<file path="src/rtl/missile_launch_arbiter.sv">
// missile_launch_arbiter: frame-synchronous round-robin launch arbiter for three projectile slots
module missile_launch_arbiter #(
  parameter logic [3:0] COOLDOWN_FRAMES = 4'd8
) (
  input  logic       Clk,
  input  logic       Reset,
  input  logic       frame_clk,
  input  logic       shoot,
  input  logic       enable,
  input  logic [2:0] missile_active,
  output logic [2:0] fire,
  output logic [1:0] missile_select,
  output logic       ready,
  output logic [7:0] shots_fired
);
  typedef enum logic [1:0] {IDLE, FIRE, COOLDOWN} state_e;
  state_e     state_q;
  logic       frame_clk_q, shoot_q, pending_q, pending_d;
  logic       frame_tick, shoot_edge, grant;
  logic [1:0] ptr_q, ptr_d, s1, s2, slot;
  logic [3:0] cnt_q;
  assign frame_tick = frame_clk & ~frame_clk_q;
  assign shoot_edge = shoot & ~shoot_q;
  assign grant      = (state_q == IDLE) & frame_tick & enable & (pending_q | shoot_edge) & ~&missile_active;
  assign pending_d  = enable & ~grant & (pending_q | shoot_edge);
  assign ready      = (state_q == IDLE) & ~&missile_active & enable;
  // Round-robin candidates ptr, ptr+1, ptr+2 in mod-3 arithmetic
  always_comb begin
    s1    = (ptr_q == 2'd2) ? 2'd0 : ptr_q + 2'd1;
    s2    = (ptr_q == 2'd0) ? 2'd2 : ptr_q - 2'd1;
    slot  = ~missile_active[ptr_q] ? ptr_q : ~missile_active[s1] ? s1 : s2;
    ptr_d = (slot == 2'd2) ? 2'd0 : slot + 2'd1;
  end
  always_ff @(posedge Clk or posedge Reset) begin
    if (Reset) begin
      state_q        <= IDLE;
      frame_clk_q    <= 1'b0;
      shoot_q        <= 1'b0;
      pending_q      <= 1'b0;
      ptr_q          <= 2'd0;
      cnt_q          <= 4'd0;
      fire           <= 3'b000;
      missile_select <= 2'd0;
      shots_fired    <= 8'd0;
    end else begin
      frame_clk_q <= frame_clk;
      shoot_q     <= shoot;
      pending_q   <= pending_d;
      if (!enable) begin
        state_q <= IDLE;
        fire    <= 3'b000;
      end else begin
        case (state_q)
          IDLE: if (grant) begin
            state_q        <= FIRE;
            fire           <= 3'b001 << slot;
            missile_select <= slot;
            ptr_q          <= ptr_d;
            shots_fired    <= shots_fired + 8'd1;
          end
          FIRE: if (frame_tick) begin
            fire    <= 3'b000;
            state_q <= (COOLDOWN_FRAMES == 4'd0) ? IDLE : COOLDOWN;
            cnt_q   <= COOLDOWN_FRAMES;
          end
          COOLDOWN: if (frame_tick) begin
            cnt_q <= cnt_q - 4'd1;
            if (cnt_q == 4'd1) state_q <= IDLE;
          end
          default: state_q <= IDLE;
        endcase
      end
    end
  end
endmodule

</file>
<file path="config.mk">
export PLATFORM = sky130hd
export DESIGN_NAME = missile_launch_arbiter
export DESIGN_NICKNAME = d
export VERILOG_FILES = /design/src/rtl/missile_launch_arbiter.sv
export SDC_FILE = /design/constraint.sdc
export NUM_CORES = 1
export LEC_CHECK = 0
export CAP_MARGIN = 0
export CELL_PAD_IN_SITES_DETAIL_PLACEMENT = 0
export CELL_PAD_IN_SITES_GLOBAL_PLACEMENT = 1
export CORE_MARGIN = 2
export CORE_UTILIZATION = 36
export DETAILED_ROUTE_END_ITERATION = 16
export GPL_ROUTABILITY_DRIVEN = 0
export PLACE_DENSITY_LB_ADDON = 0.15
export SLEW_MARGIN = 20
export SYNTH_ARGS = -nofsm -noshare
export SYNTH_HDL_FRONTEND = slang
export SYNTH_SLANG_ARGS = --single-unit
</file>
<file path="constraint.sdc">
create_clock -name Clk -period 1.65 [get_ports Clk]
set_input_delay 0.165 -clock Clk [delete_from_list [all_inputs] [get_ports Clk]]
set_output_delay 0.165 -clock Clk [all_outputs]
set_load 0.01 [all_outputs]
</file>
# Yosys cells after proc, flatten, opt, wreduce, memory -nomap -nowiden
# Index checks and enable logic that the tools add are counted.
# W data, S select, Z words.
[word_totals] elab_cells=74 out_inout_bits=14 register_bits=24
[classes] order_cmp=2 shifts=1 mux=22 add_sub_neg=5 n_eq_ne=12 n_reduce_logical=9 bitwise=14
[op_table] cell="$mux W2" n=10
[op_table] cell="$ne A3 B3 Y1 const B" n=4
[op_table] cell="$and A1 B1 Y1" n=10
[op_table] cell="$mux W3" n=3
[op_table] cell="$reduce_and A3 Y1" n=3
[op_table] cell="$add A8 B1 Y8 const B" n=1
[op_table] cell="$mux W4" n=2
[op_table] cell="$pmux W4 S2" n=1
[op_table] cell="$reduce_and A4 Y1" n=2
[op_table] cell="$eq A2 B2 Y1 const B" n=3
[op_table] cell="$lt A2 B3 Y1 const B" n=2
[op_table] cell="$pmux W2 S3" n=1
[op_table] cell="$pmux W3 S2" n=1
[op_table] cell="$add A2 B1 Y2 const B" n=2
[op_table] cell="$bmux W1 S2" n=2
[op_table] cell="$eq A4 B1 Y1 const B" n=1
[op_table] cell="$logic_not A2 Y1" n=2
[op_table] cell="$ne A2 B2 Y1 const B" n=2
[op_table] cell="$sub A4 B1 Y4 const B" n=1
[op_table] cell="$ne A3 B1 Y1 const B" n=1
[op_table] cell="$not A1 Y1" n=3
[op_table] cell="$shl A1 B2 Y3 const A" n=1
[op_table] cell="$eq A2 B1 Y1 const B" n=1
[op_table] cell="$mux W1" n=2
[op_table] cell="4 further kinds" n=4

# Depth between registers and ports, before layout
[depth] word_depth=10 depth_mapped=7 mapped_depth_nobuf=7

# Least setup slack after synthesis
# Ideal clock, no wire load.
[synth_timing] path_kind="register -> register" startpoint="reg ptr_q[0]" endpoint="reg fire[0]" path_buffers=0 setup_slack_ns=-0.116 path_stages_with_launch=8 setup_ns=0.121 t_arrival_ns=1.645 path_cell_list="dfrtp_1 inv_1 ha_1 nor2b_1 o21ai_0 a21oi_1 or3_1 a22o_1"
[synth_between] elab_chain_cells=10 word_cells_on_any_way=16 cone_classes="2 x add/sub; 1 x eq/ne; 1 x shift; 11 x mux; 1 x reduce/logical"
[synth_lines] item="start: declaration" line="20" source="logic [1:0] ptr_q, ptr_d, s1, s2, slot;"
[synth_lines] item="start signal: assignment" line="58" source="ptr_q <= ptr_d;"
[synth_lines] item="$add A2 B1 Y2 or $eq A2 B2 Y1 (tied branches)" line="29" source="s1 = (ptr_q == 2'd2) ? 2'd0 : ptr_q + 2'd1;"
[synth_lines] item="$mux W2" line="29"
[synth_lines] item="$bmux W1 S2" line="31" source="slot = ~missile_active[ptr_q] ? ptr_q : ~missile_active[s1] ? s1 : s2;"
[synth_lines] item="$mux W1 (implied by the code)" line="31"
[synth_lines] item="$mux W2" line="31"
[synth_lines] item="$mux W2 *" line="31"
[synth_lines] item="$shl A1 B2 Y3 *" line="56" source="fire <= 3'b001 << slot;"
[synth_lines] item="$mux W3 *" line="54" source="IDLE: if (grant) begin"
[synth_lines] item="$pmux W3 S2 *" line="53" source="case (state_q)"
[synth_lines] item="$mux W3 *" line="49" source="if (!enable) begin"
[synth_lines] item="end signal: assignment" line="56"
[synth_lines] item="end: declaration" line="11" source="output logic [2:0] fire,"
# Mark *: on every way between the ends. The rest lies on a longest branch, timed or not. The select of a mux whose other input is x is not followed.
# A chain may end at the register's enable or synchronous reset.

# Worst setup path in the final report
# Ends and elaborated chain as after synthesis.

==> impl_metrics.xml <==
<?xml version="1.0" encoding="UTF-8"?>
<metrics>
  <group name="outcome">
    <metric name="run_status" unit="">finished, violations left</metric>
    <metric name="violations" unit="">setup timing</metric>
  </group>
  <group name="synthesis">
    <metric name="ys_warn_count" unit="">0</metric>
    <metric name="post_synth_inst_count" unit="">133</metric>
    <metric name="synth.ff_latch_count" unit="">24</metric>
    <metric name="syn-cell-area" unit="µm²">1297</metric>
    <metric name="yosysUniqueCellTypes" unit="">35</metric>
    <metric name="postSynthAreaPerCell" unit="µm²">9.756</metric>
    <metric name="synth_sequential_area_ratio" unit="%">46.29</metric>
    <metric name="syn-num-nets" unit="">147</metric>
  </group>
  <group name="timing">
    <metric name="timing.final.max_slew_violations" unit="">0</metric>
    <metric name="fin_worst_skew" unit="ps">1.692</metric>
    <metric name="maxSlewHeadroom" unit="%">73.25</metric>
    <metric name="hold_violations" unit="">0</metric>
    <metric name="grt_setup_unrepaired" unit="">true</metric>
    <metric name="postLayoutSetupSlackWorst" unit="ps">-85.03</metric>
    <metric name="worst_pin_slew" unit="ps">398.1</metric>
    <metric name="fmax" unit="MHz">576.4</metric>
    <metric name="setup_viol" unit="">3</metric>
    <metric name="holdWs" unit="ps">170.6</metric>
    <metric name="final_period_minus_worst_setup_slack" unit="ps">1735</metric>
    <metric name="final_min_period_over_clock_period" unit="%">105.2</metric>
    <metric name="timing.setup.tns" unit="ps">-151.0</metric>
  </group>
  <group name="floorplanning">
    <metric name="die_area" unit="µm²">4100</metric>
    <metric name="floorplan.initialDensity" unit="%">38.28</metric>
    <metric name="num_rows" unit="">21</metric>
    <metric name="floorplan.io_pins" unit="">22</metric>
    <metric name="chipHeight" unit="µm">64.04</metric>
    <metric name="core_region_area" unit="µm²">3390</metric>
    <metric name="fp.dieW" unit="µm">64.04</metric>
  </group>
  <group name="pwr">
    <metric name="vdd.ir_drop.worst" unit="mV">0.8640</metric>
    <metric name="p_leak" unit="nW">0.8641</metric>
    <metric name="power.density_cell_area" unit="nW/µm²">1269</metric>
    <metric name="switchingPower" unit="W">0.0007987</metric>
    <metric name="power.internal" unit="W">0.001582</metric>
    <metric name="p_comb_share" unit="%">48.6</metric>
    <metric name="seq_power_share" unit="%">33.8</metric>
    <metric name="pwr-share-clk" unit="%">17.7</metric>
    <metric name="p_sw_share" unit="%">33.54</metric>
  </group>
  <group name="route">
    <metric name="num_vias" unit="">1132</metric>
    <metric name="detail_route.iter0.violations" unit="">47</metric>
    <metric name="drt-vias-per-instance" unit="">4.943</metric>
    <metric name="drcViolationCount" unit="">0</metric>
    <metric name="detailedRoute.firstPassIterationCount" unit="">4</metric>
    <metric name="routed_wirelength" unit="mm">2.924</metric>
    <metric name="postRouteAntennaNets" unit="">0</metric>
    <metric name="avgRoutedWirePerCell" unit="µm">12.77</metric>
  </group>
  <group name="placement">
    <metric name="detailedPlacementHpwl" unit="mm">2.294</metric>
    <metric name="io_buffer_count" unit="">21</metric>
    <metric name="pre_cts_ws" unit="ps">-224.8</metric>
  </group>
  <group name="clock_tree">
    <metric name="number_of_levels_the_h_tree_was_split_into" unit="">1</metric>
    <metric name="clk_pin_slew" unit="ps">130</metric>
    <metric name="cts_inserted_buffers" unit="">3</metric>
    <metric name="cts_sinks" unit="">24</metric>
    <metric name="clock_tree.buffer_depth" unit="">2</metric>
    <metric name="clk_root_buffer_cell" unit="">sky130_fd_sc_hd__clkbuf_4</metric>
    <metric name="cts.hold.buffers_added" unit="">0</metric>
    <metric name="worst_skew_pair.late_latency" unit="ps">310</metric>
    <metric name="clock_tree_from_tritoncts" unit="">done</metric>
  </group>
  <group name="worst_setup_path">
    <metric name="crit_required" unit="ps">1860</metric>
    <metric name="setup.worst_path.start_class" unit="">register</metric>
    <metric name="timing.critical_path.fanout_max" unit="">4</metric>
    <metric name="critical_path_class" unit="">reg -&gt; reg</metric>
    <metric name="critPathArrivalTime" unit="ps">1950</metric>
    <metric name="worstSetupEndpointType" unit="">register</metric>
  </group>
  <group name="layout">
    <metric name="post_route_cells_drive_above_1_share" unit="%">28.96</metric>
    <metric name="area.growth.synth_to_final" unit="%">44.65</metric>
    <metric name="layout.cells.most_common" unit="">sky130_fd_sc_hd__buf_4</metric>
    <metric name="layout_common_cells" unit="">26 x sky130_fd_sc_hd__buf_4, 23 x sky130_fd_sc_hd__dfrtp_1, 20 x sky130_fd_sc_hd__clkdlybuf4s50_1, 12 x sky130_fd_sc_hd__nand2_1, 11 x sky130_fd_sc_hd__a21oi_1</metric>
    <metric name="antennaDiodeCount" unit="">0</metric>
    <metric name="nets" unit="">198</metric>
  </group>
  <group name="grt">
    <metric name="grt_pass1_vias" unit="">1198</metric>
    <metric name="grt.total_usage" unit="%">15.65</metric>
    <metric name="largest_net_degree_at_the_start_of_global_routing" unit="">25</metric>
    <metric name="grt.overflow.total" unit="">0</metric>
    <metric name="grt_antenna_before_repair" unit="">0</metric>
    <metric name="first_pass_grt_wire_length" unit="mm">5.050</metric>
  </group>
  <group name="job">
    <metric name="max_cap_viol_count" unit="">0</metric>
  </group>
  <group name="worst_hold_path">
    <metric name="hold_class" unit="">in -&gt; async</metric>
  </group>
</metrics>
==> cell type report <==
cell class	count	area (µm²)
Clock buffer	3	22.52
Clock inverter	1	30.03
Fill cell	312	1513
Inverter	9	38.79
Multi-Input combinational cell	98	710.7
Sequential cell	24	601.8
Tap cell	46	57.56
Timing Repair Buffer	48	415.4
==> final timing paths <==
path	slack [ps]	depth (start not counted)	from	end
max	-90	7	ptr_q[0]	fire[0]
min	170	3	Reset	cnt_q[1]
max reg2reg	-90	7	ptr_q[0]	fire[0]
min reg2reg	470	1	shots_fired[7]	shots_fired[7]
max in group asynchronous	1230	3	Reset	ptr_q[0]
min in group Clk	330	1	shoot	shoot_q
==> Yosys cell counts <==
| library cell | n | share of area (%) |
|---|---|---|
| sky130_fd_sc_hd__xor2_1 | 3 | 2.0 |
| sky130_fd_sc_hd__a21oi_1 | 13 | 5.0 |
| sky130_fd_sc_hd__nand2_1 | 12 | 3.5 |
| sky130_fd_sc_hd__clkinv_2 | 2 | 0.77 |
| sky130_fd_sc_hd__a41o_1 | 1 | 0.77 |
| sky130_fd_sc_hd__and3_1 | 1 | 0.48 |
| sky130_fd_sc_hd__dfrtp_1 | 24 | 46 |
| sky130_fd_sc_hd__nor2_1 | 7 | 2.0 |
| sky130_fd_sc_hd__or2_2 | 2 | 0.96 |
| sky130_fd_sc_hd__o21ai_0 | 7 | 2.7 |
| sky130_fd_sc_hd__a22o_1 | 3 | 2.0 |
| sky130_fd_sc_hd__nor3_1 | 5 | 1.9 |
| sky130_fd_sc_hd__a21o_1 | 2 | 1.2 |
| sky130_fd_sc_hd__buf_4 | 1 | 0.58 |
| sky130_fd_sc_hd__nand3_1 | 4 | 1.5 |
| sky130_fd_sc_hd__nor3_2 | 3 | 2.3 |
| sky130_fd_sc_hd__a211oi_1 | 1 | 0.58 |
| sky130_fd_sc_hd__nor2b_1 | 3 | 1.4 |
| sky130_fd_sc_hd__nand2b_1 | 6 | 2.9 |
| sky130_fd_sc_hd__nand3b_1 | 1 | 0.58 |
| sky130_fd_sc_hd__inv_1 | 7 | 2.0 |
| sky130_fd_sc_hd__o32ai_1 | 1 | 0.68 |
| sky130_fd_sc_hd__nor4b_1 | 1 | 0.68 |
| sky130_fd_sc_hd__xnor2_1 | 4 | 2.7 |
| sky130_fd_sc_hd__ha_1 | 6 | 5.8 |
| sky130_fd_sc_hd__nand4_1 | 2 | 0.96 |
| sky130_fd_sc_hd__and3_4 | 1 | 0.87 |
| sky130_fd_sc_hd__a21boi_0 | 1 | 0.58 |
| sky130_fd_sc_hd__or3_1 | 3 | 1.4 |
| sky130_fd_sc_hd__nor2_2 | 1 | 0.48 |
| sky130_fd_sc_hd__buf_6 | 1 | 0.87 |
| sky130_fd_sc_hd__o2bb2ai_1 | 1 | 0.68 |
| sky130_fd_sc_hd__nor3b_1 | 1 | 0.58 |
| sky130_fd_sc_hd__nand4_4 | 1 | 1.6 |
| sky130_fd_sc_hd__o22ai_1 | 1 | 0.48 |
==> per-stage QoR <==
step	util, %	cells	power [W]	cell area [µm²]
finish	55.37	229	0.002381	1877
detailed placement	51.31	223	0.001764	1739
floorplan	-	133	0.001311	1303
global route	55.37	229	0.002556	1877
global placement	51.31	223	0.001743	1739
CTS	53.71	229	0.002288	1821
==> kinds of logic after synthesis <==
| kind of cell | after synthesis | share of synthesized area, % |
|---|---|---|
| AO/OA/AOI/OAI | 31 | 14.66 |
| XOR/XNOR | 7 | 4.725 |
| adder cells (fa/ha/maj) | 6 | 5.786 |
| buffers and inverters | 11 | 4.244 |
| flip-flops | 24 | 46.29 |
| AND/OR/NAND/NOR | 54 | 24.30 |
==> per-layer routing <==
metal | vias to the layer above | wire length (µm) | global-route usage, %
met4 | 0 | 19 | 4.891
met2 | 15 | 1454 | 27.21
met3 | 2 | 75 | 2.817
met5 | - | 0 | 0
li1 | 563 | - | -
met1 | 552 | 1375 | 19.59
==> flip-flops by register name (all words and copies together), names as in the netlist <==
| register | flops |
|---|---|
| cnt_q | 4 |
| fire | 3 |
| frame_clk_q | 1 |
| missile_select | 2 |
| pending_q | 1 |
| ptr_q | 2 |
| shoot_q | 1 |
| shots_fired | 8 |
| state_q | 2 |
==> worst max-delay path: stages (launching register included) <==
cell                      delay [ps]
sky130_fd_sc_hd__dfrtp_2         460
sky130_fd_sc_hd__inv_4            60
sky130_fd_sc_hd__ha_4            170
sky130_fd_sc_hd__nor2b_4         120
sky130_fd_sc_hd__o21ai_2         120
sky130_fd_sc_hd__a21oi_2          70
sky130_fd_sc_hd__or3_4           400
sky130_fd_sc_hd__a22o_1          240
==> timing repair <==
action                                  4_1_cts  5_1_grt
gates resized for setup                       3       13
buffers inserted                              2        0
endpoints found under the setup margin        8        9
pin swaps                                     3        5
==> power groups by stage <==
stage / logic, W / clock network [W] / registers (W)
detailed placement: 0.000962 / 0 / 0.000803
CTS: 0.00106 / 0.000436 / 0.000794
finish: 0.00116 / 0.000420 / 0.000804
global route: 0.00127 / 0.000465 / 0.000823
floorplan: 0.000484 / 0 / 0.000827
global placement: 0.000942 / 0 / 0.000801
Power figures use the tool's default switching activity.
